`src/rtl/encoder8_3_filt.sv`:
```
// ---------------------------------------------------------------------------
// encoder8_3_filt
//
// Debounced, registered 8-to-3 priority encoder. It is the inverse of the
// team's 3-to-8 one-hot decoder. An asynchronous 8-bit request vector is
// synchronised, filtered until it has been stable for STABLE_CNT cycles,
// and then committed. The committed value is priority-encoded to the index
// of its highest set bit.
//
// Parameters:
//   STABLE_CNT  consecutive cycles the synchronised input must hold
//               unchanged before it is committed (1..65535)
//
// Ports:
//   sys_clk    in   1  system clock, rising edge
//   sys_rst    in   1  synchronous active-high reset
//   in         in   8  raw request vector, bit n = request n (async)
//   out_code   out  3  index of highest set bit of the committed input
//   out_valid  out  1  committed input is non-zero
//   out_err    out  1  committed input has more than one bit set
//   code_strb  out  1  one-cycle pulse on each commit of a non-zero input
// ---------------------------------------------------------------------------
module encoder8_3_filt #(
   parameter int unsigned STABLE_CNT = 4
) (
   input  logic       sys_clk,
   input  logic       sys_rst,
   input  logic [7:0] in,
   output logic [2:0] out_code,
   output logic       out_valid,
   output logic       out_err,
   output logic       code_strb
);

   localparam int unsigned CNT_W = $clog2(STABLE_CNT) + 1;
   localparam logic [CNT_W-1:0] CNT_LAST = CNT_W'(STABLE_CNT - 1);

   typedef enum logic [1:0] {
      IDLE   = 2'd0,
      FILTER = 2'd1,
      LOCKED = 2'd2
   } state_t;

   state_t           state;
   logic [7:0]       s1;
   logic [7:0]       s2;
   logic [7:0]       cand;
   logic [CNT_W-1:0] cnt;

   logic [2:0]       cand_code;
   logic             cand_nonzero;
   logic             cand_multi;

   // Two-flop synchroniser. The raw input is asynchronous to sys_clk, so
   // only the second stage is allowed to feed any decision logic.
   always_ff @(posedge sys_clk) begin
      if (sys_rst) begin
         s1 <= 8'd0;
         s2 <= 8'd0;
      end else begin
         s1 <= in;
         s2 <= s1;
      end
   end

   // Priority encode of the candidate. Scanning upward lets the highest
   // set bit win, which gives a deterministic code for multi-hot inputs.
   always_comb begin
      cand_code = 3'd0;
      for (int i = 0; i < 8; i++) begin
         if (cand[i]) begin
            cand_code = 3'(i);
         end
      end
   end

   // Clearing the lowest set bit leaves something only when two or more
   // bits were set.
   assign cand_nonzero = (cand != 8'd0);
   assign cand_multi   = ((cand & (cand - 8'd1)) != 8'd0);

   // Debounce FSM with registered outputs. Any change at s2 reloads the
   // candidate and restarts the count from every state, so a pulse shorter
   // than STABLE_CNT cycles never reaches the outputs. IDLE and LOCKED
   // simply hold while s2 matches the candidate.
   always_ff @(posedge sys_clk) begin
      if (sys_rst) begin
         state     <= IDLE;
         cand      <= 8'd0;
         cnt       <= '0;
         out_code  <= 3'd0;
         out_valid <= 1'b0;
         out_err   <= 1'b0;
         code_strb <= 1'b0;
      end else begin
         code_strb <= 1'b0;
         if (s2 != cand) begin
            cand  <= s2;
            cnt   <= '0;
            state <= FILTER;
         end else begin
            case (state)
               FILTER: begin
                  if (cnt == CNT_LAST) begin
                     state     <= LOCKED;
                     out_code  <= cand_code;
                     out_valid <= cand_nonzero;
                     out_err   <= cand_multi;
                     code_strb <= cand_nonzero;
                  end else begin
                     cnt <= cnt + 1'b1;
                  end
               end
               IDLE, LOCKED: begin
                  state <= state;
               end
               default: begin
                  state <= IDLE;
               end
            endcase
         end
      end
   end

endmodule

```
`config.mk`:
```
export PLATFORM = sky130hd
export DESIGN_NAME = encoder8_3_filt
export DESIGN_NICKNAME = d
export VERILOG_FILES = /design/src/rtl/encoder8_3_filt.sv
export SDC_FILE = /design/constraint.sdc
export NUM_CORES = 1
export LEC_CHECK = 0
export ABC_CLOCK_PERIOD_IN_PS = 1900
export BUFFER_PORTS_ARGS = -buffer_cell sky130_fd_sc_hd__buf_2
export CORE_MARGIN = 1.5
export CORE_UTILIZATION = 55
export CTS_BUF_LIST = sky130_fd_sc_hd__clkbuf_4
export CTS_CLUSTER_DIAMETER = 120
export DETAILED_ROUTE_END_ITERATION = 6
export PLACE_DENSITY = 0.82
export SLEW_MARGIN = 20
export SYNTH_ARGS = -nofsm -noshare
export SYNTH_HDL_FRONTEND = slang
export SYNTH_SLANG_ARGS = --single-unit
```
`constraint.sdc`:
```
create_clock -name sys_clk -period 1.9 [get_ports sys_clk]
set_input_delay 0.57 -clock sys_clk [delete_from_list [all_inputs] [get_ports sys_clk]]
set_output_delay 0.57 -clock sys_clk [all_outputs]
set_load 0.01 [all_outputs]
```
Word level (Yosys, flattened, before mapping)
Index checks and enable logic that the tools add are counted.
{"block": "word_totals", "reg_bits": 35, "latchBits": 0, "mem_bits_rw": 0, "rom_bits": 0, "in_bits": 10, "output_inout_bits": 6, "memories": 0}
{"block": "op_classes", "n_addsub": 2, "multipliers": 0, "div_mod_pow": 0, "order_cmp": 0, "eq_ne": 7, "shift": 0, "mux": 10, "n_bitwise": 5, "reduce_logical": 10}
{"cell": "$mux 3", "count": 6}
{"cell": "$reduce_bool 8->1", "count": 2}
{"cell": "$and 8x8->8", "count": 1}
{"cell": "$ne 8x8->1", "count": 1}
{"cell": "$sub 8x1->8 const B", "count": 1}
{"cell": "$reduce_and 2->1", "count": 3}
{"cell": "$ne 2x2->1 const B", "count": 2}
{"cell": "$not 1->1", "count": 4}
{"cell": "$pmux 2 s2", "count": 1}
{"cell": "$reduce_or 2->1", "count": 2}
{"cell": "$reduce_or 4->1", "count": 1}
{"cell": "$add 3x1->3 const B", "count": 1}
{"cell": "$eq 3x2->1 const B", "count": 1}
{"cell": "$ne 3x3->1 const B", "count": 1}
{"cell": "$reduce_and 3->1", "count": 1}
{"cell": "$eq 2x1->1 const B", "count": 1}
{"cell": "$eq 2x2->1 const B", "count": 1}
{"cell": "$logic_not 2->1", "count": 1}
{"cell": "$mux 1", "count": 2}
{"cell": "$mux 2", "count": 1}

Longest topological paths before layout
{"block": "depth", "depth_word": 7, "depth_mapped": 5}

Worst setup path before layout
No wires, ideal clock.
{"block": "synth_path", "path_kind": "flip-flop to flip-flop", "from": "register cnt[0]", "to": "register cnt[2]", "setup_ps": 103, "t_arrival_ps": 1530, "setup_slack_ps": 267, "path_stages_with_launch": 6, "period_less_slack_ps": 1633, "path_cell_list": "dfxtp_1 ha_1 ha_1 nor3_1 nor2_1 a2111oi_2"}
{"block": "synth_between", "elab_chain_len": 3, "elab_cells_between_ends": 4, "cone_classes": "add/sub (1); eq/ne (1); bitwise (1); reduce/logical (1)"}
{"item": "start, declared", "line_no": "48", "text": "logic [CNT_W-1:0] cnt;"}
{"item": "start signal, assigned", "line_no": "111", "text": "cnt <= cnt + 1'b1;"}
{"item": "parallel branches: the longest is 3 deep, another holds $add 3x1->3"}
Parallel ways; which one is timed is not known.
A chain may end at the register's enable or synchronous reset.

Worst setup path in the final report
{"block": "layout_path", "from": "register cand[2]", "to": "register out_code[0]"}
{"block": "layout_between", "elab_chain_len": 6, "elab_cells_between_ends": 9, "cone_classes": "eq/ne (1); mux (6); bitwise (1); reduce/logical (1)"}
{"item": "start, declared", "line_no": "47", "text": "logic [7:0] cand;"}
{"item": "start signal, assigned", "line_no": "89", "text": "cand <= 8'd0;"}
{"item": "start signal, assigned", "line_no": "98", "text": "cand <= s2;"}
{"item": "$mux 3 (6 in a row)", "line_no": "71", "text": "if (cand[i]) begin"}
{"item": "end signal, assigned", "line_no": "106", "text": "out_code <= cand_code;"}
{"item": "end, declared", "line_no": "29", "text": "output logic [2:0] out_code,"}
Several ways; a longest one is shown, not always the timed one.

==> flow_summary.json <==
{
  "via_per_inst": 5.376,
  "timing.rr.start": "cand[2]",
  "grt_max_degree": 36,
  "dp.cells": 162,
  "setup-tns-final_ns": 0,
  "ys_ff_latch": 35,
  "coreArea_sq_mm": 0.002233,
  "rsz0062_at_grt": "false",
  "startpoint_type": "register",
  "relSlewSlack_pct": 61.11,
  "p_leak_nw": 0.6340,
  "endpoint_kind": "register",
  "synth_fa_ha_area_share_pct": 2.692,
  "area_growth_pct": 13.17,
  "hold_class": "register to register",
  "crit_type": "register to register",
  "clockPowerShare_pct": 31.3,
  "finalHoldViolations": 0,
  "grt_pass1_vias": 843,
  "synth_top_family_by_area": "simple AND/OR/NAND/NOR gates",
  "final_nets": 153,
  "drc": 0,
  "outcome": "finished, final reports clean",
  "vias": 914,
  "post_drt_wl_per_cell_um": 11.99,
  "drive_gt1_share_pct": 21.83,
  "power.density_mw_per_mm2": 873.6,
  "ys_types": 32,
  "syn_area_sq_mm": 0.001301,
  "top_usage_layer": "met2",
  "peakVddDrop_mv": 0.6220,
  "htree_num_levels": 2,
  "ctsHoldBuffers": 0,
  "worst_slew_pin_slew_ns": 0.5834,
  "post_cts_buffers": 0,
  "num_rows": 17,
  "internal_power_mw": 0.9824,
  "path_max_fanout": 7,
  "grt_pass1_wl_mm": 3.560,
  "gp_congestion": 0.7579,
  "port_buffers": 15,
  "cts_made_buffers": 5,
  "ant_nets": 0,
  "reg2reg_setup_slack_ns": 0.18,
  "drt-pass1-iter-count": 4,
  "hpwl_mm": 1.415,
  "muxShareOfSynthArea_pct": 0.7692,
  "layoutNonFillerInstCount": 170,
  "syn_area_per_cell_sq_um": 10.84,
  "clk_pin_slew_ns": 0.10,
  "setup_viol": 0,
  "met3_usage_pct": 6.897,
  "die_w_um": 51.64,
  "comb_power_share_pct": 8.7,
  "initial_utilization_pct": 58.26,
  "clockBufferDepth": 2,
  "synth_cells": 120,
  "timing.rr.end": "out_code[0]",
  "antenna_cells": 0,
  "synth-simple-area-share_pct": 23.65,
  "synth_nets": 132,
  "sw_frac_of_total_pct": 23.65,
  "die_h_um": 51.64,
  "clock-sinks": 35,
  "grtUsageMet1_pct": 20.37,
  "ys_warn_count": 0,
  "insertion_delay_ns": 0.33,
  "drt-initial-drc-count": 19,
  "total_power_mw": 1.287,
  "globalRouteOverflowTotal": 0,
  "fin_crit_ns": 1.721,
  "whs_ns": 0.4433,
  "p_sw_mw": 0.3042,
  "cp.required_ns": 2.09,
  "track_usage_pct": 18.70,
  "crit_arrival_ns": 1.91,
  "synth_xor_area_share_pct": 6.058,
  "cap_violations": 0,
  "synth-compound-area-share_pct": 10.67,
  "fmax_mhz": 581.1,
  "fin_crit_sh_pct": 90.57,
  "seqPwrFrac_pct": 60.1,
  "die_area_sq_mm": 0.002667,
  "wirelength_mm": 2.039,
  "antenna_found_initial": 0,
  "crit_path_start": "cand[2]",
  "clock_skew_ns": 0.007991,
  "cts.repair.resized": 0,
  "gr-usage-met2_pct": 31.20,
  "cp-endpoint": "out_code[0]",
  "cts_root_buf": "clkbuf_4",
  "drv_slew": 0,
  "rr_worst_depth": 4,
  "ios": 16,
  "synth_seq_area_share_pct": 53.85,
  "cts_tree": "yes"
}
-- kinds of logic after synthesis --
| kind of cell | count (synthesis) |
|---|---|
| simple gates | 45 |
| compound gates | 19 |
| flops | 35 |
| buf+inv | 8 |
| fa+ha+maj | 3 |
| xor+xnor | 9 |
| mux | 1 |
-- power groups by stage --
stage / Combinational, mW / Sequential [mW] / Clock (mW)
4_1_cts: 0.112 / 0.773 / 0.413
3_3_place_gp: 0.106 / 0.788 / 0
2_1_floorplan: 0.0853 / 0.786 / 0
6_report: 0.112 / 0.773 / 0.402
3_5_place_dp: 0.111 / 0.790 / 0
5_1_grt: 0.124 / 0.776 / 0.447
-- metrics by stage --
| stage | area (sq um) | util, % | worst slack (ns) |
|---|---|---|---|
| floorplan | 1301 | - | 0.2667 |
| global placement | 1415 | 63.36 | 0.3201 |
| detailed placement | 1415 | 63.36 | 0.2194 |
| CTS | 1473 | 65.94 | 0.2026 |
| global route | 1473 | 65.94 | 0.03052 |
| finish | 1473 | 65.94 | 0.1791 |
-- cell usage after synthesis --
cell type  count  area, sq um
nor3b_1        1        7.510
nand2_2        1        6.260
or2b_1         1        7.510
and3_1         1        6.260
nor2_1         3        11.26
or3_2          1        7.510
clkbuf_1       3        11.26
a31oi_1        4        25.02
o21ai_1        1        5.000
nor2b_1       24        150.1
maj3_1         1        10.01
a2111oi_0      2        17.52
nor3_1         4        20.02
nor4_1         3        18.77
xnor2_1        1        8.760
or4_4          1        11.26
dfxtp_1       35        700.7
a211oi_1       1        7.510
ha_1           2        25.02
a2111oi_2      1        15.01
mux2i_1        1        10.01
xor2_1         8        70.07
nand4_1        1        6.260
o21bai_1       1        7.510
o21ba_1        1        10.01
a311oi_1       3        26.28
a21oi_1        3        15.01
o21ai_0        2        10.01
inv_1          5        18.77
nor4_4         2        42.54
or3_1          1        6.260
nand2b_1       1        6.260
-- sequential cells by signal, indices dropped and copies added (netlist names) --
name       cells
s2             8
cnt            3
cand           8
state          2
code_strb      1
s1             8
out_code       3
out_err        1
out_valid      1
-- worst max-delay path, stage by stage (launching register included) --
cell	delay, ns
dfxtp_1	0.47
xor2_1	0.15
nor4_4	0.49
and3_1	0.33
a311oi_1	0.13
-- cell usage in the layout (no fill, tap or decap) --
master     Yosys  routed
o21ai_1        1       1
clkbuf_4       0       7
nor3_1         4       4
nand4_1        1       1
nor2_1         3       3
dfxtp_1       35      35
o21bai_1       1       1
a211oi_1       1       1
mux2i_1        1       1
nor4_4         2       2
nor2b_1       24      24
buf_4          0       2
a2111oi_0      2       2
or2b_1         1       1
or3_2          1       1
ha_1           2       2
and3_1         1       1
o21ba_1        1       1
xnor2_1        1       1
or3_1          1       1
a31oi_1        4       4
or4_4          1       1
o21ai_0        2       2
clkinv_2       0       1
nor3b_1        1       1
a21oi_1        3       3
a2111oi_2      1       1
a311oi_1       3       3
xor2_1         8       8
nand2b_1       1       1
maj3_1         1       1
buf_2          0      15
nor4_1         3       3
inv_1          5       5
nand2_2        1       1
-- routing by layer --
| layer | vias up | wire length, um |
|---|---|---|
| li1 | 462 | - |
| met1 | 422 | 905 |
| met2 | 26 | 982 |
| met3 | 4 | 106 |
| met4 | 0 | 45 |
| met5 | - | 0 |
-- worst min-delay path by stage --
stage                      from     to  slack, ns  cells past startpoint
after floorplan           s1[0]  s2[0]       0.41                      1
after global placement    s1[4]  s2[4]       0.42                      1
after detailed placement  s1[0]  s2[0]       0.42                      1
after CTS                 in[2]  s1[2]       0.43                      2
after global routing      in[2]  s1[2]       0.45                      2
final                     s1[0]  s2[0]       0.44                      1
-- area by class of cell --
class	instances	area (sq um)
sequential	35	700.7
tap	28	35.03
timing repair buffer	17	90.09
clock buffer	7	52.55
multi-input combinational	77	570.5
inverter	5	18.77
clock inverter	1	5.005
fill	191	760.7
No activity file was read; power rests on OpenSTA's default activity.
